### src/rtl/tt_pkg.sv
// Shared types and configuration for the truth-table extractor.
package tt_pkg;

    localparam int unsigned N_IN_DEF   = 8;
    localparam int unsigned WORD_W_DEF = 32;
    localparam int unsigned IDX_W      = N_IN_DEF;
    localparam int unsigned N_WORDS    = (32'd1 << N_IN_DEF) / WORD_W_DEF;

    typedef enum logic [1:0] {
        IDLE  = 2'd0,
        SWEEP = 2'd1,
        DRAIN = 2'd2
    } tt_state_e;

    // Word width must be a power of two (at least 2) that divides the sweep length.
    function automatic bit cfg_ok(input int unsigned n_in, input int unsigned word_w);
        return (n_in >= 1) && (n_in <= 30) && (word_w >= 2) &&
               ((word_w & (word_w - 1)) == 0) && (word_w <= (32'd1 << n_in));
    endfunction

endpackage

### src/rtl/tt_word_packer.sv
// Assembles sampled response bits into words and holds them on a valid/ready output.
module tt_word_packer #(
    parameter int unsigned WORD_W = 32,
    parameter int unsigned POS_W  = $clog2(WORD_W)
) (
    input  logic              clk,
    input  logic              rst_n,
    input  logic              capture,
    input  logic [POS_W-1:0]  bit_pos,
    input  logic              bit_in,
    input  logic              last_pat,
    input  logic              out_ready,
    output logic [WORD_W-1:0] out_data,
    output logic              out_valid,
    output logic              out_last,
    output logic              stall_c
);

    logic [WORD_W-1:0] asm_q;
    logic [WORD_W-1:0] asm_next_c;
    logic              word_end_c;

    always_comb begin
        asm_next_c          = asm_q;
        asm_next_c[bit_pos] = bit_in;
    end

    assign word_end_c = (bit_pos == POS_W'(WORD_W - 1));
    // A completing word may not overwrite one the sink has not yet taken.
    assign stall_c    = word_end_c && out_valid && !out_ready;

    always_ff @(posedge clk or negedge rst_n) begin
        if (!rst_n) begin
            asm_q     <= '0;
            out_data  <= '0;
            out_valid <= 1'b0;
            out_last  <= 1'b0;
        end else begin
            if (capture) begin
                asm_q <= asm_next_c;
            end
            if (capture && word_end_c) begin
                out_data  <= asm_next_c;
                out_valid <= 1'b1;
                out_last  <= last_pat;
            end else if (out_valid && out_ready) begin
                out_valid <= 1'b0;
                out_last  <= 1'b0;
            end
        end
    end

endmodule

### src/rtl/tt_extractor.sv
// Sweeps all input patterns of a combinational cell and streams its truth table.
module tt_extractor
    import tt_pkg::*;
#(
    parameter int unsigned N_IN   = IDX_W,
    parameter int unsigned WORD_W = WORD_W_DEF
) (
    input  logic              clk,
    input  logic              rst_n,
    input  logic              start,
    output logic              busy,
    output logic [N_IN-1:0]   dut_in,
    input  logic              dut_out,
    output logic [WORD_W-1:0] out_data,
    output logic              out_valid,
    input  logic              out_ready,
    output logic              out_last,
    output logic [N_IN:0]     ones_cnt,
    output logic              done
);

    localparam int unsigned POS_W = $clog2(WORD_W);

    if (!cfg_ok(N_IN, WORD_W)) begin : g_cfg_err
        $error("tt_extractor: WORD_W must be a power of two >= 2 and <= 2**N_IN");
    end

    tt_state_e state;
    tt_state_e state_next;
    logic      stall_c;
    logic      capture_c;
    logic      last_pat_c;
    logic      accept_c;
    logic      drain_hs_c;

    assign last_pat_c = &dut_in;
    assign capture_c  = (state == SWEEP) && !stall_c;
    // A start coinciding with the done pulse belongs to the finished sweep.
    assign accept_c   = (state == IDLE) && start && !done;
    assign drain_hs_c = (state == DRAIN) && out_valid && out_ready;

    always_ff @(posedge clk or negedge rst_n) begin
        if (!rst_n) begin
            state <= IDLE;
        end else begin
            state <= state_next;
        end
    end

    always_comb begin
        state_next = state;
        case (state)
            IDLE:    if (accept_c) state_next = SWEEP;
            SWEEP:   if (capture_c && last_pat_c) state_next = DRAIN;
            DRAIN:   if (drain_hs_c) state_next = IDLE;
            default: state_next = IDLE;
        endcase
    end

    // Pattern counter wraps to 0 on the final capture, leaving dut_in at 0 when idle.
    always_ff @(posedge clk or negedge rst_n) begin
        if (!rst_n) begin
            dut_in   <= '0;
            ones_cnt <= '0;
            busy     <= 1'b0;
            done     <= 1'b0;
        end else begin
            done <= drain_hs_c;
            if (accept_c) begin
                dut_in   <= '0;
                ones_cnt <= '0;
                busy     <= 1'b1;
            end else if (capture_c) begin
                dut_in   <= dut_in + N_IN'(1);
                ones_cnt <= ones_cnt + (N_IN + 1)'(dut_out);
            end
            if (drain_hs_c) begin
                busy <= 1'b0;
            end
        end
    end

    tt_word_packer #(
        .WORD_W (WORD_W),
        .POS_W  (POS_W)
    ) u_packer (
        .clk       (clk),
        .rst_n     (rst_n),
        .capture   (capture_c),
        .bit_pos   (dut_in[POS_W-1:0]),
        .bit_in    (dut_out),
        .last_pat  (last_pat_c),
        .out_ready (out_ready),
        .out_data  (out_data),
        .out_valid (out_valid),
        .out_last  (out_last),
        .stall_c   (stall_c)
    );

endmodule

### config.mk
export PLATFORM = sky130hd
export DESIGN_NAME = tt_extractor
export DESIGN_NICKNAME = d
export VERILOG_FILES = /design/src/rtl/tt_pkg.sv /design/src/rtl/tt_word_packer.sv /design/src/rtl/tt_extractor.sv
export SDC_FILE = /design/constraint.sdc
export NUM_CORES = 1
export LEC_CHECK = 0
export ABC_AREA = 1
export CAP_MARGIN = 25
export CORE_MARGIN = 3
export CORE_UTILIZATION = 50
export DETAILED_ROUTE_END_ITERATION = 6
export PLACE_DENSITY = 0.73
export SKIP_CTS_REPAIR_TIMING = 1
export SKIP_LAST_GASP = 1
export SLEW_MARGIN = 10
export SYNTH_ARGS = -nofsm -noshare
export SYNTH_HDL_FRONTEND = slang
export SYNTH_HIERARCHICAL = 1
export SYNTH_SLANG_ARGS = --single-unit
### constraint.sdc
create_clock -name clk -period 3.7 [get_ports clk]
set_input_delay 1.11 -clock clk [delete_from_list [all_inputs] [get_ports clk]]
set_output_delay 1.11 -clock clk [all_outputs]
set_load 0.03 [all_outputs]
### Word-level counts from Yosys, hierarchy flattened

Index checks and enable logic that the tools add are counted.

* register bits after elaboration: 87
* input bits: 5
* output and inout bits: 53
* logic and storage cells: 55

* $add $sub $neg: 2
* order comparisons: 2
* equal/unequal tests: 6
* mux-type cells: 16
* reduce and logical (&&, ||, !) cells: 20

Operators with widths (number)
* bitwise mux 32 bit: 1
* 2-to-1 mux 9 bit: 2
* 2-to-1 mux 8 bit: 2
* logical AND 1 bit: 11
* adder 9 x 1 -> 9 bit: 1
* adder 8 x 1 -> 8 bit (second input constant): 1
* AND reduction 8 bit: 1
* < comparator 5 x 6 -> 1 bit (second input constant): 1
* 2-to-1 mux 1 bit: 6
* 2-to-1 mux 2 bit: 3
* case mux 2 bit (3 select lines): 1
* nonzero test 2 bit: 3
* demux 1 bit (select 5 bit): 1
* equality test 5 bit (second input constant): 1
* >= comparator 5 x 1 -> 1 bit (second input constant): 1
* inequality test 2 bit (second input constant): 2
* zero test 1 bit: 3
* AND reduction 3 bit: 1
* equality test 2 x 1 -> 1 bit (second input constant): 1
* equality test 2 bit (second input constant): 1
* zero test 2 bit: 1
* inequality test 2 x 1 -> 1 bit (second input constant): 1

### Depth between registers and ports, before layout

Gate-level depths: netlist of run 1.

* word-level depth: 8
* mapped depth: 11
* gate-level depth less buffers: 9

### By module

Netlist of run 1, hierarchy kept.

By module, submodules not included
* tt_word_packer: times used 1, cells an instance 423, area an instance 3244.4 um^2, seq. area each 1626.6 um^2
* tt_extractor: times used 1, cells an instance 155, area an instance 1151.1 um^2, seq. area each 525.5 um^2

### Worst setup path before layout of run 1

No wires, ideal clock.

* kind: input port to flip-flop
* start: input port out_ready
* end: register u_packer.asm_q[10]
* setup time: 66 ps
* data arrival time: 2561 ps
* data required time: 3634 ps
* path slack: 1074 ps
* stages: 8
* path buffers: 3
* path through: nor4_1 nor2_4 buf_6 buf_2 inv_1 clkbuf_1 nand2_1 nand2_1

* cells in the longest elaborated chain, start to end: 4

Ends and longest elaborated chain
* start, declared: RTL line tt_extractor.sv:16 `input logic out_ready,`
* zero test 1 bit: RTL line tt_word_packer.sv:30 `assign stall_c = word_end_c && out_valid && !out_ready;`
* logical AND 1 bit: RTL line tt_word_packer.sv:30
* zero test 1 bit: RTL line tt_extractor.sv:37 `assign capture_c = (state == SWEEP) && !stall_c;`
* logical AND 1 bit: RTL line tt_extractor.sv:37
* via capture_c: RTL line tt_extractor.sv:31 `logic capture_c;`
* end signal, assigned: RTL line tt_word_packer.sv:40 `asm_q <= asm_next_c;`
* end, declared: RTL line tt_word_packer.sv:19 `logic [WORD_W-1:0] asm_q;`

The timed path passes the listed nets, and every way through them passes these cells.
A chain may end at the register's enable or synchronous reset.

### Worst setup path in the final report of run 1

* start: register dut_in[3]
* end: output port dut_in[3]

RTL lines
* start, declared: RTL line tt_extractor.sv:12 `output logic [N_IN-1:0] dut_in,`
* start signal, assigned: RTL line tt_extractor.sv:74 `dut_in <= dut_in + N_IN'(1);`

No word-level cell between the ends.

==> impl_metrics.json, run 1 <==
{
  "num_antenna_cells": 0,
  "synth_warnings": 6,
  "cts_max_path_buffers": 2,
  "drive_gt1_share_pct": 5.40,
  "max_slew.worst_pin.slew_ps": 975,
  "synthSimpleGateAreaFrac_pct": 39.4,
  "power_switching_mw": 2.02,
  "relSlewSlack_pct": 34.7,
  "grt_max_degree": 49,
  "synth_seq_cells": 86,
  "synth_top_family_by_area": "simple AND/OR/NAND/NOR gates",
  "timing.final.crit_share_pct": 75.5,
  "hold_slack_ps": 480,
  "portBuffers": 57,
  "start_util_pct": 52.4,
  "grt_pass1_vias": 3696,
  "rr_worst_depth": 6,
  "setup_viol_count_final": 0,
  "cts_tree": "done",
  "synthMuxAreaShare_pct": 0,
  "cts_root_buf": "clkbuf_8",
  "fmax_mhz": 358,
  "firstDrtPassIters": 7,
  "via_per_inst": 5.39,
  "required_ps": 2590,
  "max_cap_viol_count": 0,
  "crit_chain": "clkdlybuf4s50_1",
  "syn_avg_cell_area_um2": 7.60,
  "synth_nets": 586,
  "ios": 58,
  "synth_fa_ha_area_share_pct": 0.854,
  "syn_area_um2": 4400,
  "cts_buffers": 9,
  "synth_most_common_cell": "nand2_1",
  "rsz0062_at_grt": "no",
  "critPathKind": "flop to primary output",
  "p_leak_nw": 2.65,
  "critPathCapture": "dut_in[3]",
  "crit_family": "buffers and inverters",
  "fin_nets": 635,
  "die_area_um2": 9950,
  "reg2reg_to": "u_packer/out_valid",
  "syn2layout_area_growth_pct": 17.8,
  "fp-row-count": 33,
  "synth_compound_area_share_pct": 3.02,
  "path_buf_inv": 1,
  "critPathMaxStageDelay_ps": 750,
  "path_clk_slew_ps": 80,
  "synth.distinct_cells": 28,
  "slew_viol_final": 0,
  "die_w_um": 99.8,
  "synth-seq-area-share_pct": 49.0,
  "reg2reg_slack_ps": 1310,
  "cts_sinks": 86,
  "dr_total_vias": 3962,
  "synth_common_cells": "nand2_1 (217), nand3_1 (104), dfrtp_1 (86)",
  "synth_xor_area_share_pct": 0,
  "finClkSkew_ps": 9.51,
  "cp-start-kind": "flop",
  "place_congestion": 0.840,
  "wl_per_cell_um": 14.2,
  "ir_drop_mv": 0.344,
  "grt_antenna_before_repair": 0,
  "yosysTopAreaCell": "dfrtp_1",
  "crit_slowest_cell": "clkdlybuf4s50_1",
  "p_seq_share_pct": 35.8,
  "synth_edf_count": 0,
  "min_path_type": "flop to flop",
  "p_int_mw": 2.32,
  "drt_iter0_markers": 265,
  "r2r-start": "dut_in[0]",
  "fin_tns_setup_ps": 0,
  "drc": 0,
  "netSwitchingFraction_pct": 46.5,
  "grt_usage_pct": 22.1,
  "hold_violations": 0,
  "synthFlopType": "dfrtp_1",
  "grt-ovfl-total": 0,
  "pwr-share-comb_pct": 50.3,
  "grt_first_pass_wirelength_um": 17800,
  "antenna_left": 0,
  "crit_fanout": 12,
  "clock_latency_ps": 340,
  "power_frac_clock_pct": 13.9,
  "cts-htree-levels": 3,
  "cp_num_cells": 1,
  "yosys-top-cells-area": "dfrtp_1 (49%), nand2_1 (19%), nand3_1 (12%), inv_1 (3.9%), nor2_1 (3.3%)",
  "powerDensity_nw_per_um2": 837,
  "end_kind": "primary output",
  "core_region_area_um2": 8380,
  "dp_hpwl_um": 6850,
  "wl_um": 10400,
  "min_period_ps": 2790,
  "arrival_ps": 1680,
  "cp-startpoint": "dut_in[3]",
  "synth.top_cell.area_share_pct": 49.0,
  "dieHeight_um": 99.8,
  "synthArstFlopShare_pct": 100,
  "outcome": "completed",
  "synthCells": 578
}
[cell families (layout without fill, tap and decap cells)]
group | count (synthesis) | in the layout
buf+inv | 75 | 127
fa+ha+maj | 3 | 3
compound gates | 21 | 21
simple gates | 393 | 393
flops | 86 | 86
[cells in the final DEF (no fill, tap or decap), types with 2 or more instances in the layout]
cell type / n
a21oi_1: 5
buf_4: 7
clkbuf_8: 12
clkdlybuf4s50_1: 56
dfrtp_1: 86
ha_1: 3
inv_1: 46
inv_2: 2
nand2_1: 217
nand2_2: 3
nand3_1: 104
nand4_1: 17
nor2_1: 39
nor2_4: 3
nor3_1: 2
nor4_1: 2
o21ai_0: 4
o21bai_1: 11
[worst min path at each step]
stage                     startpoint                     to  depth (start not counted)
6_report           u_packer/asm_q[2]      u_packer/asm_q[2]                          2
5_1_grt        u_packer/out_data[19]  u_packer/out_data[19]                          2
4_1_cts           u_packer/asm_q[13]     u_packer/asm_q[13]                          2
3_5_place_dp      u_packer/asm_q[15]     u_packer/asm_q[15]                          2
3_3_place_gp      u_packer/asm_q[28]     u_packer/asm_q[28]                          2
2_1_floorplan     u_packer/asm_q[13]     u_packer/asm_q[13]                          2
[registers in the layout, summed over array words and instances, names as in the netlist]
name and cells:
done 1, ones_cnt 9, state 2, busy 1
u_packer/out_last 1, u_packer/out_valid 1, u_packer/out_data 32, dut_in 8
u_packer/asm_q 31
[power groups by stage]
stage | clock [mW] | sequential [mW] | combinational, mW
floorplan | 0 | 1.90 | 1.13
global placement | 0 | 1.56 | 2.12
detailed placement | 0 | 1.57 | 2.17
CTS | 0.623 | 1.55 | 2.18
global route | 0.665 | 1.60 | 2.41
finish | 0.604 | 1.55 | 2.18
[layer usage]
metal | vias to the layer above | global-route usage, % | share of wire, %
met4 | 0 | 6.20 | 1.1
met5 | - | 0 | 0
met1 | 1876 | 29.9 | 46
li1 | 1953 | - | -
met3 | 12 | 4.00 | 5.3
met2 | 121 | 36.6 | 48
[final cells by class]
class | instances | area (um2)
fillers | 764 | 3210
well taps | 105 | 131
clock inverters | 1 | 5.00
flip-flops and latches | 86 | 2150
clock buffers | 13 | 169
multi-input cells | 417 | 1900
inverters | 49 | 184
repair buffers | 64 | 633
[metrics by stage]
stage / power, mW / cells / cell area [um2] / utilization, % / worst slack (ps)
2_1_floorplan: 3.02 / 578 / 4400 / - / 1070
3_3_place_gp: 3.68 / 721 / 5000 / 59.7 / 618
3_5_place_dp: 3.74 / 721 / 5000 / 59.7 / 567
4_1_cts: 4.36 / 735 / 5180 / 61.8 / 881
5_1_grt: 4.68 / 735 / 5180 / 61.8 / 819
6_report: 4.33 / 735 / 5180 / 61.8 / 908
Note: power is estimated with default switching activity, not from simulation.
==> run 2, diff against run 1 <==
Settings changed: PLACE_DENSITY 0.73 to 0.76.
Clock period 3.7 ns to 2.55 ns, I/O delays scaled along.
==> run 2 against run 1 <==
First-iteration DRC count down 21%. Die area unchanged. Via count up 1.9%. Global-route usage down 0.081 points. Wire length down 0.14%. Critical path type unchanged.
==> impl_metrics.json, run 2 (synthesis results as in run 1) <==
{
  "outcome": "completed",
  "setup_ws_ps": 120,
  "max_cap_viol_count": 0,
  "grt_first_pass_wirelength_um": 17900,
  "dr_total_vias": 4037,
  "ios": 58,
  "cts_max_path_buffers": 2,
  "start_util_pct": 52.4,
  "drive_gt1_share_pct": 7.89,
  "power_frac_clock_pct": 16.3,
  "fin_util_pct": 63.9,
  "min_period_ps": 2430,
  "rsz0062_at_grt": "no",
  "ir_drop_mv": 0.775,
  "cts_buffers": 9,
  "drt_iter0_markers": 209,
  "p_seq_share_pct": 33.3,
  "critPathMaxStageDelay_ps": 750,
  "wl_met1_um": 4680,
  "power_switching_mw": 2.99,
  "wl_um": 10400,
  "grt_pass1_vias": 3848,
  "p_leak_nw": 2.74,
  "cp_num_cells": 1,
  "final_common_cell": "nand2_1",
  "portBuffers": 57,
  "largest_reg_flops": 32,
  "grt_usage_pct": 22.0,
  "clock_latency_ps": 350,
  "preCtsSetupSlack_ps": 86.4,
  "fmax_mhz": 411,
  "p_int_mw": 3.63,
  "grt-ovfl-total": 0,
  "crit_slowest_cell": "clkdlybuf4s50_1",
  "crit_chain": "clkdlybuf4s50_1",
  "slew_viol_final": 0,
  "timing.final.crit_share_pct": 95.3,
  "wl_met3_um": 493,
  "reg2reg_slack_ps": 530,
  "critPathKind": "flop to primary output",
  "core_region_area_um2": 8380,
  "path_buf_inv": 1,
  "required_ps": 1790,
  "fill_cells": 737,
  "crit_family": "buffers and inverters",
  "firstDrtPassIters": 5,
  "top_register": "u_packer/out_data",
  "finClkSkew_ps": 8.22,
  "cts-htree-levels": 3,
  "dp_hpwl_um": 6960,
  "path_clk_slew_ps": 90,
  "place_area_um2": 5130,
  "min_path_type": "input pin to async pin",
  "dp_cells": 735,
  "crit_fanout": 10,
  "hold_violations": 0,
  "dieHeight_um": 99.8,
  "reg2reg_to": "u_packer/out_valid",
  "grt_max_degree": 87,
  "routed.top_layer": "met4",
  "wl_met2_um": 5080,
  "cts_root_buf": "clkbuf_8",
  "cts_sinks": 86,
  "grt_antenna_before_repair": 0,
  "antenna_left": 0,
  "powerDensity_nw_per_um2": 1240,
  "layout.cells.non_filler": 751,
  "die_area_um2": 9950,
  "pwr-share-comb_pct": 50.4,
  "max_slew.worst_pin.slew_ps": 471,
  "place_congestion": 0.836,
  "rr_worst_depth": 8,
  "cp-start-kind": "flop",
  "hold_slack_ps": 422,
  "reg_top3": "u_packer/out_data x32, u_packer/asm_q x31, ones_cnt x9",
  "r2r-start": "dut_in[4]",
  "drc": 0,
  "setup_viol_count_final": 0,
  "total_power_mw": 6.62,
  "via_per_inst": 5.38,
  "design_area_um2": 5360,
  "relSlewSlack_pct": 68.4,
  "fp-row-count": 33,
  "netSwitchingFraction_pct": 45.1,
  "end_kind": "primary output",
  "arrival_ps": 1670,
  "wl_per_cell_um": 13.9,
  "mostFrequentLayoutCells": "nand2_1 (217), nand3_1 (104), dfrtp_1 (86), clkdlybuf4s50_1 (56), inv_1 (46)",
  "die_w_um": 99.8,
  "syn2layout_area_growth_pct": 21.8,
  "num_antenna_cells": 0,
  "fin_nets": 649,
  "fin_tns_setup_ps": 0,
  "cts_tree": "done"
}
==> run 2: changes by cell type in the layout (fill, tap and decap cells not counted), sizes merged <==
cell,previous run,this run
clkinvlp,0,2
buf,8,22
clkbuf,13,10
clkinv,2,3
bufinv,0,2
==> run 2: worst max path at each step <==
stage / slack (ps) / start / endpoint
global placement: 110 / out_ready / u_packer/out_valid
finish: 120 / dut_in[4] / dut_in[4]
CTS: 100 / dut_in[4] / dut_in[4]
detailed placement: 90 / out_ready / u_packer/out_data[19]
global route: 90 / dut_in[4] / dut_in[4]
floorplan: 150 / dut_in[0] / u_packer/asm_q[10]
==> run 2: routing by layer <==
metal	up-vias	global-route usage, %
met2	123	36.3
met4	0	7.56
met5	-	0
li1	1982	-
met1	1915	30.0
met3	17	3.02
==> run 2: final cells by class <==
class	count	area [um2]	share of cell area [%]
sequential	86	2150	40.2
multi-input combinational	417	1900	35.5
timing repair buffer	78	763	14.3
inverter	49	184	3.43
clock buffer	10	138	2.57
tap	105	131	2.45
clock inverter	6	85.1	1.59
==> run 2: power groups by stage <==
| stage | Sequential (mW) | Combinational (mW) | Clock (mW) |
|---|---|---|---|
| floorplan | 2.75 | 1.64 | 0 |
| global placement | 2.21 | 3.25 | 0 |
| detailed placement | 2.23 | 3.32 | 0 |
| CTS | 2.21 | 3.34 | 1.10 |
| global route | 2.27 | 3.68 | 1.16 |
| finish | 2.20 | 3.34 | 1.08 |
==> run 3, diff against run 2 <==
Settings changed: CORE_MARGIN 3 to 1.
==> run 3 against run 2 <==
The flow now finishes with violations (design-rule violations). Sequential cell count unchanged. Non-clock buffer count unchanged. Design area decreased by 0.44%. Combinational power shrank 1%. Register-to-register slack lost 180 ps. Cell count stayed put. Critical endpoint is now dut_in[0]. Largest power group unchanged. Highest routed layer unchanged.
==> impl_metrics.json, run 3 (synthesis results as in run 1) <==
{
  "powerDensity_nw_per_um2": 1210,
  "num_antenna_cells": 0,
  "layout.cells.non_filler": 751,
  "cts_tree": "done",
  "clock_latency_ps": 350,
  "cts_root_buf": "clkbuf_8",
  "fin_nets": 649,
  "crit_slowest_cell": "clkdlybuf4s50_1",
  "dp_cells": 735,
  "critPathMaxStageDelay_ps": 740,
  "via_per_inst": 5.41,
  "relSlewSlack_pct": 63.5,
  "fin_util_pct": 63.6,
  "ir_drop_mv": 0.759,
  "timing.final.crit_share_pct": 94.9,
  "largest_reg_flops": 32,
  "max_cap_viol_count": 0,
  "regArea_um2": 2150,
  "die_area_um2": 9170,
  "cts_sinks": 86,
  "start_util_pct": 52.4,
  "wl_per_cell_um": 14.4,
  "top_register": "u_packer/out_data",
  "fp-row-count": 33,
  "drive_gt1_share_pct": 7.74,
  "finClkSkew_ps": 6.30,
  "end_kind": "primary output",
  "routed.top_layer": "met4",
  "ios": 58,
  "syn2layout_area_growth_pct": 21.3,
  "wl_met3_um": 594,
  "fill_cells": 756,
  "dr_total_vias": 4060,
  "path_clk_slew_ps": 80,
  "crit_fanout": 10,
  "place_area_um2": 5140,
  "mostFrequentLayoutCells": "nand2_1 (217), nand3_1 (104), dfrtp_1 (86), clkdlybuf4s50_1 (56), inv_1 (46)",
  "design_area_um2": 5330,
  "multi_input_area_um2": 1900,
  "min_path_type": "input pin to async pin",
  "hold_violations": 0,
  "antenna_left": 0,
  "grt_antenna_before_repair": 0,
  "crit_family": "buffers and inverters",
  "cts_max_path_buffers": 2,
  "wl_met2_um": 5310,
  "grt_max_degree": 48,
  "wl_met1_um": 4710,
  "portBuffers": 57,
  "firstDrtPassIters": 7,
  "reg_top3": "u_packer/out_data x32, u_packer/asm_q x31, ones_cnt x9",
  "hold_slack_ps": 379,
  "drc": 3,
  "slew_viol_final": 0,
  "rsz0062_at_grt": "no",
  "drt_iter0_markers": 172,
  "dp_hpwl_um": 7370,
  "grt_pass1_vias": 3863,
  "critPathKind": "flop to primary output",
  "cts-htree-levels": 3,
  "place_congestion": 0.778,
  "cts_buffers": 9,
  "p_leak_nw": 2.73,
  "grt_usage_pct": 25.5,
  "violations": "design-rule violations",
  "required_ps": 1790,
  "outcome": "finished, violations left",
  "dieHeight_um": 95.8,
  "cp-start-kind": "flop",
  "core_region_area_um2": 8380,
  "arrival_ps": 1650,
  "min_period_ps": 2420,
  "path_buf_inv": 1,
  "final_common_cell": "nand2_1",
  "setup_viol_count_final": 0,
  "grt_first_pass_wirelength_um": 17700,
  "die_w_um": 95.8,
  "fmax_mhz": 413,
  "max_slew.worst_pin.slew_ps": 546,
  "wl_um": 10800,
  "grt-ovfl-total": 0,
  "crit_chain": "clkdlybuf4s50_1"
}
[run 3: cell types whose count changed in the layout (fill, tap and decap cells not counted), sizes merged]
cell,previous run,this run
clkbuf,10,13
bufinv,2,0
clkinvlp,2,1
[run 3: stage by stage]
step / setup slack (ps) / total power [mW] / setup TNS, ps
6_report: 130 / 6.46 / 0
5_1_grt: 75.9 / 6.92 / 0
4_1_cts: 111 / 6.48 / 0
3_5_place_dp: -136 / 5.56 / -3760
3_3_place_gp: -97.2 / 5.45 / -2600
2_1_floorplan: 146 / 4.39 / 0
[run 3: layer usage]
layer  track usage, %  vias to the layer above
li1                 -                     1984
met1             32.1                     1930
met2             43.4                      129
met3             5.61                       17
met4             8.96                        0
met5                0                        -
[run 3: path summary, 6_finish.rpt]
check	end	slack [ps]	startpoint	cells after the start
max	dut_in[0]	130	dut_in[0]	1
min reg2reg	u_packer/out_data[13]	480	u_packer/out_data[13]	2
max in group asynchronous	u_packer/asm_q[18]	1530	rst_n	2
min in group clk	u_packer/out_data[13]	480	u_packer/out_data[13]	2
max reg2reg	u_packer/out_data[9]	350	dut_in[4]	9
min	done	380	rst_n	1
[run 3: area by class of cell]
class                   count  area share [%]
clock inverters             3           0.329
well taps                 105            2.46
repair buffers             78            14.6
multi-input cells         417            35.7
clock buffers              13            3.17
inverters                  49            3.45
flip-flops and latches     86            40.4
[run 3: power by group]
group | switching (mW) | internal [mW]
clock network | 0.481 | 0.432
registers | 0.385 | 1.87
logic | 2.14 | 1.15
total | 3.01 | 3.46
